File: src/rtl/vga_grid_addr_gen_pkg.sv
// Shared grid geometry for the VGA pixel-to-grid mapping path.
// These constants are the parameter defaults of the grid address generator
// and its per-axis cell counter.
package vga_grid_addr_gen_pkg;

    // Cell edge length in pixels.
    localparam int DEF_CELL_PX     = 8;
    // Grid size in cells, 640x480 with 8-pixel cells.
    localparam int DEF_GRID_COLS   = 80;
    localparam int DEF_GRID_ROWS   = 60;
    // Width of a linear cell address, enough for GRID_COLS*GRID_ROWS cells.
    localparam int DEF_GRID_ADDR_W = 13;

endpackage

File: src/rtl/vga_grid_addr_gen_cell_cnt.sv
// Single-axis cell counter: tracks the cell index and the pixel offset
// inside the cell along one screen axis.
// start restarts the axis at cell 0, offset 0. step advances by one pixel
// or line while active. start has priority over step.
module vga_cell_cnt
    import vga_grid_addr_gen_pkg::*;
#(
    parameter int CELL_PX = DEF_CELL_PX,
    parameter int N_CELLS = DEF_GRID_COLS,
    parameter int IDX_W   = 8,
    parameter int SUB_W   = 3
) (
    input  logic             clk,
    input  logic             rst_n,
    input  logic             start,
    input  logic             step,
    output logic [IDX_W-1:0] idx,
    output logic [SUB_W-1:0] sub,
    output logic             act,
    output logic             wrap
);

    localparam logic [SUB_W-1:0] SUB_LAST = SUB_W'(CELL_PX - 1);
    localparam logic [IDX_W-1:0] IDX_LAST = IDX_W'(N_CELLS - 1);

    // A cell boundary is crossed on this step; a simultaneous restart wins.
    assign wrap = step & ~start & act & (sub == SUB_LAST);

    // Cell/offset counter: restart on start, count while active, and
    // deactivate (clearing the counters) after the last pixel of the last cell.
    always_ff @(posedge clk or negedge rst_n) begin
        if (!rst_n) begin
            act <= 1'b0;
            sub <= '0;
            idx <= '0;
        end else if (start) begin
            act <= 1'b1;
            sub <= '0;
            idx <= '0;
        end else if (step && act) begin
            if (sub == SUB_LAST) begin
                sub <= '0;
                if (idx == IDX_LAST) begin
                    idx <= '0;
                    act <= 1'b0;
                end else begin
                    idx <= idx + IDX_W'(1);
                end
            end else begin
                sub <= sub + SUB_W'(1);
            end
        end
    end

endmodule

File: src/rtl/vga_grid_addr_gen.sv
// Pixel-to-grid address generator for the VGA path.
// Maps the timing generator's (hcount, vcount) onto grid cell indices,
// cell-local offsets, a cell-edge flag and a linear RAM address using
// incremental per-axis counters (no multiply, no divide). Output latency is
// two pix_ce beats; de/hsync/vsync are delayed to match.
//
// Beat semantics: pix_ce is a qualifier, not a handshake. A clk edge with
// pix_ce high consumes the pixel on the inputs and advances every register
// by one stage; with pix_ce low every register holds. The pixel sampled on
// beat N appears on the outputs after beat N+1.
module vga_grid_addr_gen
    import vga_grid_addr_gen_pkg::*;
#(
    parameter int H_W       = 10,
    parameter int V_W       = 10,
    parameter int CELL_PX   = DEF_CELL_PX,
    parameter int GRID_COLS = DEF_GRID_COLS,
    parameter int GRID_ROWS = DEF_GRID_ROWS,
    parameter int ORIGIN_X  = 0,
    parameter int ORIGIN_Y  = 0,
    parameter int GX_W      = 8,
    parameter int GY_W      = 7,
    parameter int SUB_W     = 3,
    parameter int ADDR_W    = DEF_GRID_ADDR_W
) (
    input  logic              clk,
    input  logic              rst_n,
    input  logic              pix_ce,
    input  logic              de,
    input  logic              hsync,
    input  logic              vsync,
    input  logic [H_W-1:0]    hcount,
    input  logic [V_W-1:0]    vcount,
    output logic [GX_W-1:0]   gx,
    output logic [GY_W-1:0]   gy,
    output logic [SUB_W-1:0]  sub_x,
    output logic [SUB_W-1:0]  sub_y,
    output logic [ADDR_W-1:0] addr,
    output logic              in_grid,
    output logic              cell_edge,
    output logic              de_o,
    output logic              hsync_o,
    output logic              vsync_o
);

    localparam logic [GY_W-1:0] GY_LAST = GY_W'(GRID_ROWS - 1);

    // Stage 1: axis counters and the sync/DE first delay stage
    logic [GX_W-1:0]   x_idx;
    logic [GY_W-1:0]   y_idx;
    logic [SUB_W-1:0]  x_sub;
    logic [SUB_W-1:0]  y_sub;
    logic              x_act;
    logic              y_act;
    logic              y_wrap;
    logic              unused_x_wrap;
    logic [ADDR_W-1:0] row_base;
    logic              de_d1;
    logic              hsync_d1;
    logic              vsync_d1;

    logic y_step;
    logic y_start;
    logic y_last;
    logic y_act_nxt;
    logic x_start;
    logic in_grid_d1;

    // The Y axis moves once per line, on the beat carrying hcount==0.
    assign y_step    = pix_ce & (hcount == '0);
    assign y_start   = y_step & (vcount == V_W'(ORIGIN_Y));
    assign y_last    = y_wrap & (y_idx == GY_LAST);
    // Y activity after this beat, so an origin column of 0 can start X on
    // the same beat that starts Y.
    assign y_act_nxt = y_start | (y_act & ~y_last);
    assign x_start   = pix_ce & (hcount == H_W'(ORIGIN_X)) & y_act_nxt;

    vga_cell_cnt #(
        .CELL_PX (CELL_PX),
        .N_CELLS (GRID_COLS),
        .IDX_W   (GX_W),
        .SUB_W   (SUB_W)
    ) u_x_cnt (
        .clk   (clk),
        .rst_n (rst_n),
        .start (x_start),
        .step  (pix_ce),
        .idx   (x_idx),
        .sub   (x_sub),
        .act   (x_act),
        .wrap  (unused_x_wrap)
    );

    vga_cell_cnt #(
        .CELL_PX (CELL_PX),
        .N_CELLS (GRID_ROWS),
        .IDX_W   (GY_W),
        .SUB_W   (SUB_W)
    ) u_y_cnt (
        .clk   (clk),
        .rst_n (rst_n),
        .start (y_start),
        .step  (y_step),
        .idx   (y_idx),
        .sub   (y_sub),
        .act   (y_act),
        .wrap  (y_wrap)
    );

    // Row base address: cleared at the origin line and after the last row,
    // advanced by one grid row whenever the Y axis enters a new cell row.
    always_ff @(posedge clk or negedge rst_n) begin
        if (!rst_n) begin
            row_base <= '0;
        end else if (y_start) begin
            row_base <= '0;
        end else if (y_wrap) begin
            row_base <= y_last ? '0 : row_base + ADDR_W'(GRID_COLS);
        end
    end

    // First delay stage for DE and syncs, aligned with the counter stage.
    always_ff @(posedge clk or negedge rst_n) begin
        if (!rst_n) begin
            de_d1    <= 1'b0;
            hsync_d1 <= 1'b0;
            vsync_d1 <= 1'b0;
        end else if (pix_ce) begin
            de_d1    <= de;
            hsync_d1 <= hsync;
            vsync_d1 <= vsync;
        end
    end

    assign in_grid_d1 = de_d1 & x_act & y_act;

    // Stage 2: output register; all grid fields are forced to 0 outside
    // the visible grid so downstream logic never sees stale indices.
    always_ff @(posedge clk or negedge rst_n) begin
        if (!rst_n) begin
            gx        <= '0;
            gy        <= '0;
            sub_x     <= '0;
            sub_y     <= '0;
            addr      <= '0;
            in_grid   <= 1'b0;
            cell_edge <= 1'b0;
            de_o      <= 1'b0;
            hsync_o   <= 1'b0;
            vsync_o   <= 1'b0;
        end else if (pix_ce) begin
            in_grid   <= in_grid_d1;
            gx        <= in_grid_d1 ? x_idx : '0;
            gy        <= in_grid_d1 ? y_idx : '0;
            sub_x     <= in_grid_d1 ? x_sub : '0;
            sub_y     <= in_grid_d1 ? y_sub : '0;
            addr      <= in_grid_d1 ? row_base + ADDR_W'(x_idx) : '0;
            cell_edge <= in_grid_d1 & ((x_sub == '0) | (y_sub == '0));
            de_o      <= de_d1;
            hsync_o   <= hsync_d1;
            vsync_o   <= vsync_d1;
        end
    end

endmodule
File: config.mk
export PLATFORM = sky130hd
export DESIGN_NAME = vga_grid_addr_gen
export DESIGN_NICKNAME = d
export VERILOG_FILES = /design/src/rtl/vga_grid_addr_gen_pkg.sv /design/src/rtl/vga_grid_addr_gen_cell_cnt.sv /design/src/rtl/vga_grid_addr_gen.sv
export SDC_FILE = /design/constraint.sdc
export NUM_CORES = 1
export LEC_CHECK = 0
export ABC_AREA = 1
export ABC_CLOCK_PERIOD_IN_PS = 1790
export CAP_MARGIN = 0
export CORE_MARGIN = 2
export CORE_UTILIZATION = 30
export DETAILED_ROUTE_END_ITERATION = 6
export SETUP_SLACK_MARGIN = 0.15
export SYNTH_ARGS = -nofsm -noshare
export SYNTH_HDL_FRONTEND = slang
export SYNTH_SLANG_ARGS = --single-unit
File: constraint.sdc
create_clock -name clk -period 1.79 [get_ports clk]
set_clock_uncertainty 0.2 [all_clocks]
set_input_delay 0.358 -clock clk [delete_from_list [all_inputs] [get_ports clk]]
set_output_delay 0.358 -clock clk [all_outputs]
set_load 0.05 [all_outputs]
# [Yosys cells after proc, flatten, opt, wreduce, memory -nomap -nowiden]
# Cells that the tools add are included.
[totals] latch_bits=0 romBits=0 memories=0 inputBits=26 output_inout_bits=39 register_bits=78 ramBits=0 word_cells=92
[classes] mul=0 bitwise_logic=15 n_reduce_logical=17 magnitude_cmp=0 div_mod_pow=0 n_addsub=6 n_mux=30 n_shift=0 n_eq_ne=4
[op_table] operator="$mux W13" count=4
[op_table] operator="$mux W8" count=5
[op_table] operator="$mux W7" count=5
[op_table] operator="$mux W3" count=8
[op_table] operator="$logic_not A10 Y1" count=2
[op_table] operator="$reduce_bool A2 Y1" count=7
[op_table] operator="$add A13 B7 Y13 const B" count=1
[op_table] operator="$add A13 B8 Y13" count=1
[op_table] operator="$and A1 B1 Y1" count=11
[op_table] operator="$add A8 B1 Y8 const B" count=1
[op_table] operator="$eq A8 B7 Y1 const B" count=1
[op_table] operator="$mux W1" count=8
[op_table] operator="$add A7 B1 Y7 const B" count=1
[op_table] operator="$eq A7 B6 Y1 const B" count=1
[op_table] operator="$add A3 B1 Y3 const B" count=2
[op_table] operator="$eq A3 B3 Y1 const B" count=2
[op_table] operator="$logic_not A3 Y1" count=2
[op_table] operator="$reduce_and A3 Y1" count=2
[op_table] operator="$reduce_and A2 Y1" count=2
[op_table] operator="$logic_and A1 B1 Y1" count=2
[op_table] operator="$not A1 Y1" count=2
[op_table] operator="$or A1 B1 Y1" count=2

# [Logic depth before layout (Yosys ltp)]
# Gate-level depths: netlist of the first run.
[depth] ltp_word=14 depth_mapped=12 mapped_depth_nobuf=12

# [Cells and area by module]
# Synthesis of the first run repeated with hierarchy kept, for this count alone.
[hier_totals] cells_unflattened=500 hier_area_um2=3925.0
[modules_own_cells] module="vga_grid_addr_gen" n_inst=1 area_each_um2=2612.5 seq_area_each_um2=1276.2 cells_each=322
[modules_own_cells] module="vga_cell_cnt at u_x_cnt" n_inst=1 area_each_um2=690.7 seq_area_each_um2=300.3 cells_each=92
[modules_own_cells] module="vga_cell_cnt at u_y_cnt" n_inst=1 area_each_um2=621.8 seq_area_each_um2=275.3 cells_each=86

# [Least setup slack after synthesis of the first run]
# OpenSTA, ideal clock, no wires.
[synth_timing] path_type="register to register" startpoint="reg u_y_cnt.idx[0]" endpoint="reg u_x_cnt.idx[5]" period_less_slack_ns=1.765 setup_time_ns=0.117 path_slack_ns=0.025 required_time_ns=1.473 stages_incl_launch_ff=10 path_buffers=1 arrival_ns=1.448 path_cell_list="dfrtp_1 -> ha_1 -> nand3_1 -> nor3_4 -> nand3_2 -> nand2_4 -> o21ai_4 -> buf_6 -> nand3_1 -> nand2_1"
[synth_between] elab_chain_len=8 word_cells_on_any_way=10 classes_between="eq/ne (1); mux (1); bitwise (5); reduce/logical (3)"
[synth_lines] element="start, declared" line_no="vga_grid_addr_gen_cell_cnt.sv:17" rtl="output logic [IDX_W-1:0] idx,"
[synth_lines] element="start signal, assigned" line_no="vga_grid_addr_gen_cell_cnt.sv:47" rtl="idx <= idx + IDX_W'(1);"
[synth_lines] element="$eq A7 B6 Y1 *" line_no="vga_grid_addr_gen.sv:72" rtl="assign y_last = y_wrap & (y_idx == GY_LAST);"
[synth_lines] element="$and A1 B1 Y1 *" line_no="vga_grid_addr_gen.sv:72"
[synth_lines] element="$not A1 Y1 *" line_no="vga_grid_addr_gen.sv:75" rtl="assign y_act_nxt = y_start | (y_act & ~y_last);"
[synth_lines] element="$and A1 B1 Y1 *" line_no="vga_grid_addr_gen.sv:75"
[synth_lines] element="$or A1 B1 Y1 *" line_no="vga_grid_addr_gen.sv:75"
[synth_lines] element="$and A1 B1 Y1 *" line_no="vga_grid_addr_gen.sv:76" rtl="assign x_start = pix_ce & (hcount == H_W'(ORIGIN_X)) & y_act_nxt;"
[synth_lines] element="$reduce_bool A2 Y1 (no source line)"
[synth_lines] element="$reduce_and A2 Y1 (no source line)"
[synth_lines] element="end signal, assigned" line_no="vga_grid_addr_gen_cell_cnt.sv:47"
[synth_lines] element="end, declared" line_no="vga_grid_addr_gen_cell_cnt.sv:17"
# Every way passes the cells marked *; elsewhere a longest branch is shown, timed or not.
# A chain may end at the register's enable or synchronous reset.

# [Worst setup path after layout of the first run]
[layout_timing] startpoint="reg u_y_cnt.idx[1]" endpoint="reg u_x_cnt.idx[7]"
# Same word-level chain as after synthesis.

==> qor.yml, run 1 <==
netlist-cell-type-count: 36
clk_pin_slew_ps: 60
setup_viol: 1
start_util: 0.304
leakage_nw: 3.09
ant_nets: 0
worst_pin_slew_ps: 413
n_antenna_cell: 0
overflow: 0
ys_seq_area_frac: 0.488
cp-start-kind: "register"
fin_crit_ps: 1790
root_buffer: "clkbuf_16"
avgSynthCellArea_um2: 8.33
ys_top_cells_by_area: "dfrtp_1, nand2_1, inv_1"
firstDrtPassIters: 4
ir_drop_mv: 0.439
synth_seq_cells: 74
die_w_um: 116
io_buffers: 64
die_area_um2: 13600
synth_common_cells: "nand2_1, dfrtp_1, inv_1, o21ai_0, nor2_1"
rsz0062_at_grt: "yes"
area_delta_synth_final_pct: 66.8
final.setup.worst_slack_ps: -3.64
place.gp.congestion: 0.856
synthArstFlopShare: 1.00
synth_top_area_share: 0.488
required_ps: 1860
hold_viol_final: 0
tritoncts: "yes"
antenna_found_initial: 0
fmax_mhz: 558
htreeDepth: 3
row_count: 41
synthesis.area_um2: 3790
endpoint_kind: "register"
hpwl_mm: 7.17
ios: 65
drcViolationCount: 0
fin_crit_sh: 1.00
synthCells: 455
totalWireLength_mm: 10.5
grt_start_max_net_pins: 30
viasPerCell: 4.71
finalPower_mw: 3.89
slew_headroom: 0.725
coreArea_um2: 12500
grt_pass1_vias: 3633
crit_type: "register to register"
vias: 3602
clock-sinks: 74
nets: 627
synth_edf_count: 0
ys.flop_type: "dfrtp_1"
tns_ps: -3.64
yosysMostFrequentCell: "nand2_1"
drive_above_1_share: 0.381
syn-num-nets: 494
worstSkewPairLatency_ps: 330
drv_slew: 0
p_per_area_nw_per_um2: 615
cp_data_arrival_time_ps: 1870
grt_pass1_wl_mm: 17.1
synth_top_area_cell: "dfrtp_1"
die_h_um: 116
rrSetupSlack_ps: -4
yosysWarnings: 0
grtUsageTotal: 0.162
cts.path.max_buffers: 2
wl_per_cell_um: 13.7
status: "finished with violations"
violations: "setup timing"
cap_violations: 0
hold_path.class: "register to register"
drtIter0Drc: 182
cts_buffers: 9
cp_max_fo: 6
==> sequential cells by signal, indices dropped and copies added (netlist names), 3 cells and up <==
register     count
gy               7
gx               8
sub_x            3
row_base         9
u_x_cnt.idx      8
sub_y            3
u_x_cnt.sub      3
u_y_cnt.idx      7
u_y_cnt.sub      3
addr            13
==> critical path, stage by stage (launching register included) <==
cell and delay, ps:
dfrtp_1 360, ha_2 200, nand3_2 80, nor3_4 200
nand3_2 160, nand2_8 140, o21ai_4 80, or2_1 240
nand2_1 70
==> per-stage QoR <==
step | hold slack (ps) | setup slack (ps) | cells | instance area (um2) | utilization
2_1_floorplan | -138 | 37.8 | 455 | 3890 | -
3_3_place_gp | 113 | -467 | 723 | 5410 | 0.434
3_5_place_dp | 122 | -535 | 723 | 5410 | 0.434
4_1_cts | 292 | -11.1 | 757 | 6090 | 0.488
5_1_grt | 317 | -68.7 | 765 | 6320 | 0.507
6_report | 280 | -3.64 | 765 | 6320 | 0.507
==> layer usage <==
metal,vias up,track usage,routed length (um)
li1,1745,-,-
met1,1753,0.206,4640
met2,87,0.270,5140
met3,17,0.0306,459
met4,0,0.0698,260
met5,-,0,0
==> repair_timing <==
item,4_1_cts,5_1_grt
pin swaps,52,25
hold buffers,1,0
setup endpoints to repair,67,41
setup buffers,14,8
gates resized for setup,94,51
hold endpoints to repair,26,0
gates cloned,3,0
==> power by group <==
part           total (mW)  internal [mW]  switching, mW
clock network        1.98           1.26          0.717
logic               0.214         0.0930          0.121
registers            1.70           1.69         0.0105
==> cells by family (layout without fill, tap and decap cells) <==
group | count (synthesis) | count (layout) | share of synthesized area
simple gates | 226 | 226 | 0.277
flops | 74 | 74 | 0.488
buf+inv | 69 | 204 | 0.0733
compound gates | 64 | 67 | 0.0977
fa+ha+maj | 13 | 13 | 0.0429
xor+xnor | 9 | 9 | 0.0208
==> worst paths after layout <==
kind                                                  from                         end  cells after the start
worst max-delay path            u_y_cnt.idx[1]$_DFFE_PN0P_  u_x_cnt.idx[7]$_DFFE_PN0P_                      8
worst max register to register  u_y_cnt.idx[1]$_DFFE_PN0P_  u_x_cnt.idx[7]$_DFFE_PN0P_                      8
max in group asynchronous                            rst_n    row_base[12]$_DFFE_PN0P_                      3
min in group asynchronous                            rst_n  u_y_cnt.idx[2]$_DFFE_PN0P_                      2
worst min-delay path                  hsync_d1$_DFFE_PN0P_        hsync_d1$_DFFE_PN0P_                      2
worst min register to register        hsync_d1$_DFFE_PN0P_        hsync_d1$_DFFE_PN0P_                      2
==> layout by cell type (no fill, tap or decap), types with 3 or more instances in the layout <==
cell type / instances
nand3_1: 20
ha_2: 4
inv_2: 9
clkdlybuf4s50_1: 3
o21ai_2: 5
o21ai_0: 26
buf_6: 16
buf_4: 50
dlygate4sd2_1: 12
a22o_1: 4
inv_1: 43
nor3_2: 3
nand2_4: 9
a21oi_1: 3
o21ai_1: 9
xor2_1: 7
clkdlybuf4s15_1: 9
nor2_2: 4
nand2_8: 3
buf_12: 40
nand4_1: 6
a21oi_2: 9
clkbuf_16: 9
nor2_1: 28
o21ai_4: 5
nand3_2: 17
or2_1: 7
nor2_4: 5
nor3_4: 3
ha_1: 7
nand2_2: 10
dfrtp_1: 73
nand2_1: 102
==> layout make-up <==
class,count,area [um2]
clock inverter,6,90.1
multi-input combinational,315,2110
tap,172,215
timing repair buffer,131,1590
sequential,74,1850
fill,1124,6140
inverter,57,228
clock buffer,10,239
(Power assumes the default switching activity.)
==> run 2: changes to the inputs <==
CORE_ASPECT_RATIO = 0.5   (was default)
==> qor.yml, run 2 (synthesis gave the netlist of run 1 again) <==
slowest_delay_ps: 360  # about the same
final_cell_mix: "nand2_1, dfrtp_1, buf_4, inv_1, buf_12"
status: "finished with violations"
crit_type: "register to register"
clk_pin_slew_ps: 60  # about the same
fin_crit_sh: 1.04  # +0.0333
swShare: 0.201  # -0.0170
slew_headroom: 0.740  # +0.0156
io_buffers: 64  # unchanged
fin_crit_ps: 1850  # +59.6 ps
min_from: "vsync_d1$_DFFE_PN0P_"
totalWireLength_mm: 10.4  # -0.50%
timing.rr.end: "row_base[11]$_DFFE_PN0P_"
setup_viol: 12  # +11
leakage_nw: 3.09  # about the same
hold_path.class: "register to register"
die_area_um2: 13600  # +0.40%
grt_pass1_vias: 3435  # -5.5%
hold_viol_final: 0  # unchanged
n_antenna_cell: 0  # unchanged
vias: 3428  # -4.8%
crit_buf_inv: 4  # +4
cts_buffers: 9  # unchanged
cp_data_arrival_time_ps: 1890  # +20 ps
p_sw_uw: 839  # -1.1%
critPathSlowestCell: "dfrtp_1"
nets: 627  # unchanged
cts.path.max_buffers: 2  # unchanged
top_register: "addr"
htreeDepth: 3  # unchanged
intPower_mw: 3.33  # +9.6%
area_delta_synth_final_pct: 66.4
endpoint_kind: "register"
required_ps: 1820  # -40 ps
row_count: 28  # -32%
drive_above_1_share: 0.378  # -0.00337
viasPerCell: 4.52  # -4.0%
tritoncts: "yes"
place.gp.congestion: 0.839  # -2.1%
final_common_cell: "nand2_1"
cp_cell_sequence: "ha_2, nand3_2, nor3_4, buf_4, buf_6, inv_4, o31ai_4, buf_6, nor2_1"
clock-sinks: 74  # unchanged
min_to: "vsync_o$_DFFE_PN0P_"
firstDrtPassIters: 4  # unchanged
p_per_area_nw_per_um2: 661  # +7.5%
drv_slew: 0  # unchanged
crit_top_cell: "buf_6"
grtUsageTotal: 0.164  # +0.00199
ir_drop_mv: 0.405  # -7.8%
hold_path_depth: 2  # unchanged
wl_per_cell_um: 13.8  # +0.42%
overflow: 0  # unchanged
final.setup.worst_slack_ps: -63.2  # -59.6 ps
root_buffer: "clkbuf_16"
cp_max_fo: 4  # -2
cap_violations: 0  # unchanged
grt_start_max_net_pins: 30  # unchanged
finish.utilization: 0.523  # +0.0161
ios: 65  # unchanged
drtIter0Drc: 167  # -8.2%
start_util: 0.315  # +0.0105
cpLargestDelayFamily: "buffers and inverters"
die_h_um: 83.5  # -28%
coreArea_um2: 12100  # -3.3%
fmax_mhz: 540  # -3.2%
reg2reg_depth: 9  # +1
ant_nets: 0  # unchanged
power.share.sequential: 0.407  # -0.029
rrSetupSlack_ps: -60  # -60 ps
worstSkewPairLatency_ps: 340  # about the same
p_comb_frac: 0.056  # about the same
timing.rr.start: "u_y_cnt.idx[0]$_DFFE_PN0P_"
clkPwrFrac: 0.537  # +0.029
drcViolationCount: 0  # unchanged
violations: "setup timing"
holdWs_ps: 285  # +4.19 ps
rsz0062_at_grt: "yes"
die_w_um: 163  # +40%
hpwl_mm: 7.26  # +1.2%
grt_pass1_wl_mm: 17.6  # +2.7%
reg_top3: "addr (13), row_base (9)"
worst_pin_slew_ps: 389  # -23.3 ps
largest_register_ffs: 13  # unchanged
cp-start-kind: "register"
antenna_found_initial: 0  # unchanged
-- run 2: through the flow --
stage          power, mW  setup slack [ps]  instances  setup TNS (ps)  cell area, um2
2_1_floorplan       1.80              37.8        455               0            3890
6_report            4.17             -63.2        758            -556            6310
3_3_place_gp        1.96              -542        719          -24400            5430
5_1_grt             4.33              -169        758           -2540            6310
3_5_place_dp        1.97              -533        719          -26780            5430
4_1_cts             4.22             -11.4        749           -30.5            6100
-- run 2: how the worst max path moves through the flow --
stage	depth (start not counted)	slack, ps	startpoint	to
after floorplan	9	40	u_y_cnt.idx[0]$_DFFE_PN0P_	u_x_cnt.idx[1]$_DFFE_PN0P_
after global placement	8	-540	hcount[9]	row_base[12]$_DFFE_PN0P_
after detailed placement	8	-530	hcount[9]	u_y_cnt.idx[6]$_DFFE_PN0P_
after CTS	8	-10	u_y_cnt.idx[0]$_DFFE_PN0P_	u_x_cnt.idx[4]$_DFFE_PN0P_
after global routing	8	-170	u_y_cnt.idx[0]$_DFFE_PN0P_	u_x_cnt.idx[6]$_DFFE_PN0P_
final	9	-60	u_y_cnt.idx[0]$_DFFE_PN0P_	row_base[11]$_DFFE_PN0P_
-- run 2: area by class of cell --
cell class / instances / area [um2]
multi-input combinational: 315 / 2080
sequential: 74 / 1850
tap: 165 / 206
timing repair buffer: 131 / 1590
inverter: 57 / 216
clock buffer: 11 / 243
fill: 1092 / 5740
clock inverter: 5 / 125
-- run 2: routing by layer --
layer | GRT usage | vias to the layer above | part of all wire | wire length, um
met1 | 0.244 | 1633 | 0.49 | 5160
met4 | 0.0362 | 0 | 0.0098 | 102
met5 | 0 | - | 0 | 0
met3 | 0.0397 | 9 | 0.052 | 546
li1 | - | 1732 | - | -
met2 | 0.238 | 54 | 0.44 | 4640
-- run 2: power groups by stage --
stage	clock [mW]	combinational [mW]	sequential [mW]
after global placement	0	0.236	1.73
after floorplan	0	0.0482	1.75
after CTS	2.28	0.240	1.70
after detailed placement	0	0.239	1.73
final	2.24	0.234	1.70
after global routing	2.37	0.258	1.70
-- run 2: repair_timing --
item                                    4_1_cts  5_1_grt
endpoints found under the hold margin        26        0
pin swaps                                    35       26
endpoints found under the setup margin       67       37
hold buffers                                  1        0
resized for setup                            90       37
gates cloned                                  3        0
buffers inserted                             10        9
-- run 2: worst register-to-register path, delay by kind of cell (launching register included) --
kind | cells | cell delay [ps]
buf+inv | 4 | 460
flops | 1 | 360
simple gates | 3 | 360
fa+ha+maj | 1 | 190
compound gates | 1 | 170
==> run 3: changes to the inputs <==
CTS_CLUSTER_DIAMETER = 100   (was default)
GPL_ROUTABILITY_DRIVEN = 0   (was default)
==> results of run 3 <==
Same layout as run 2: the final DEF is identical, and so are final timing and power.
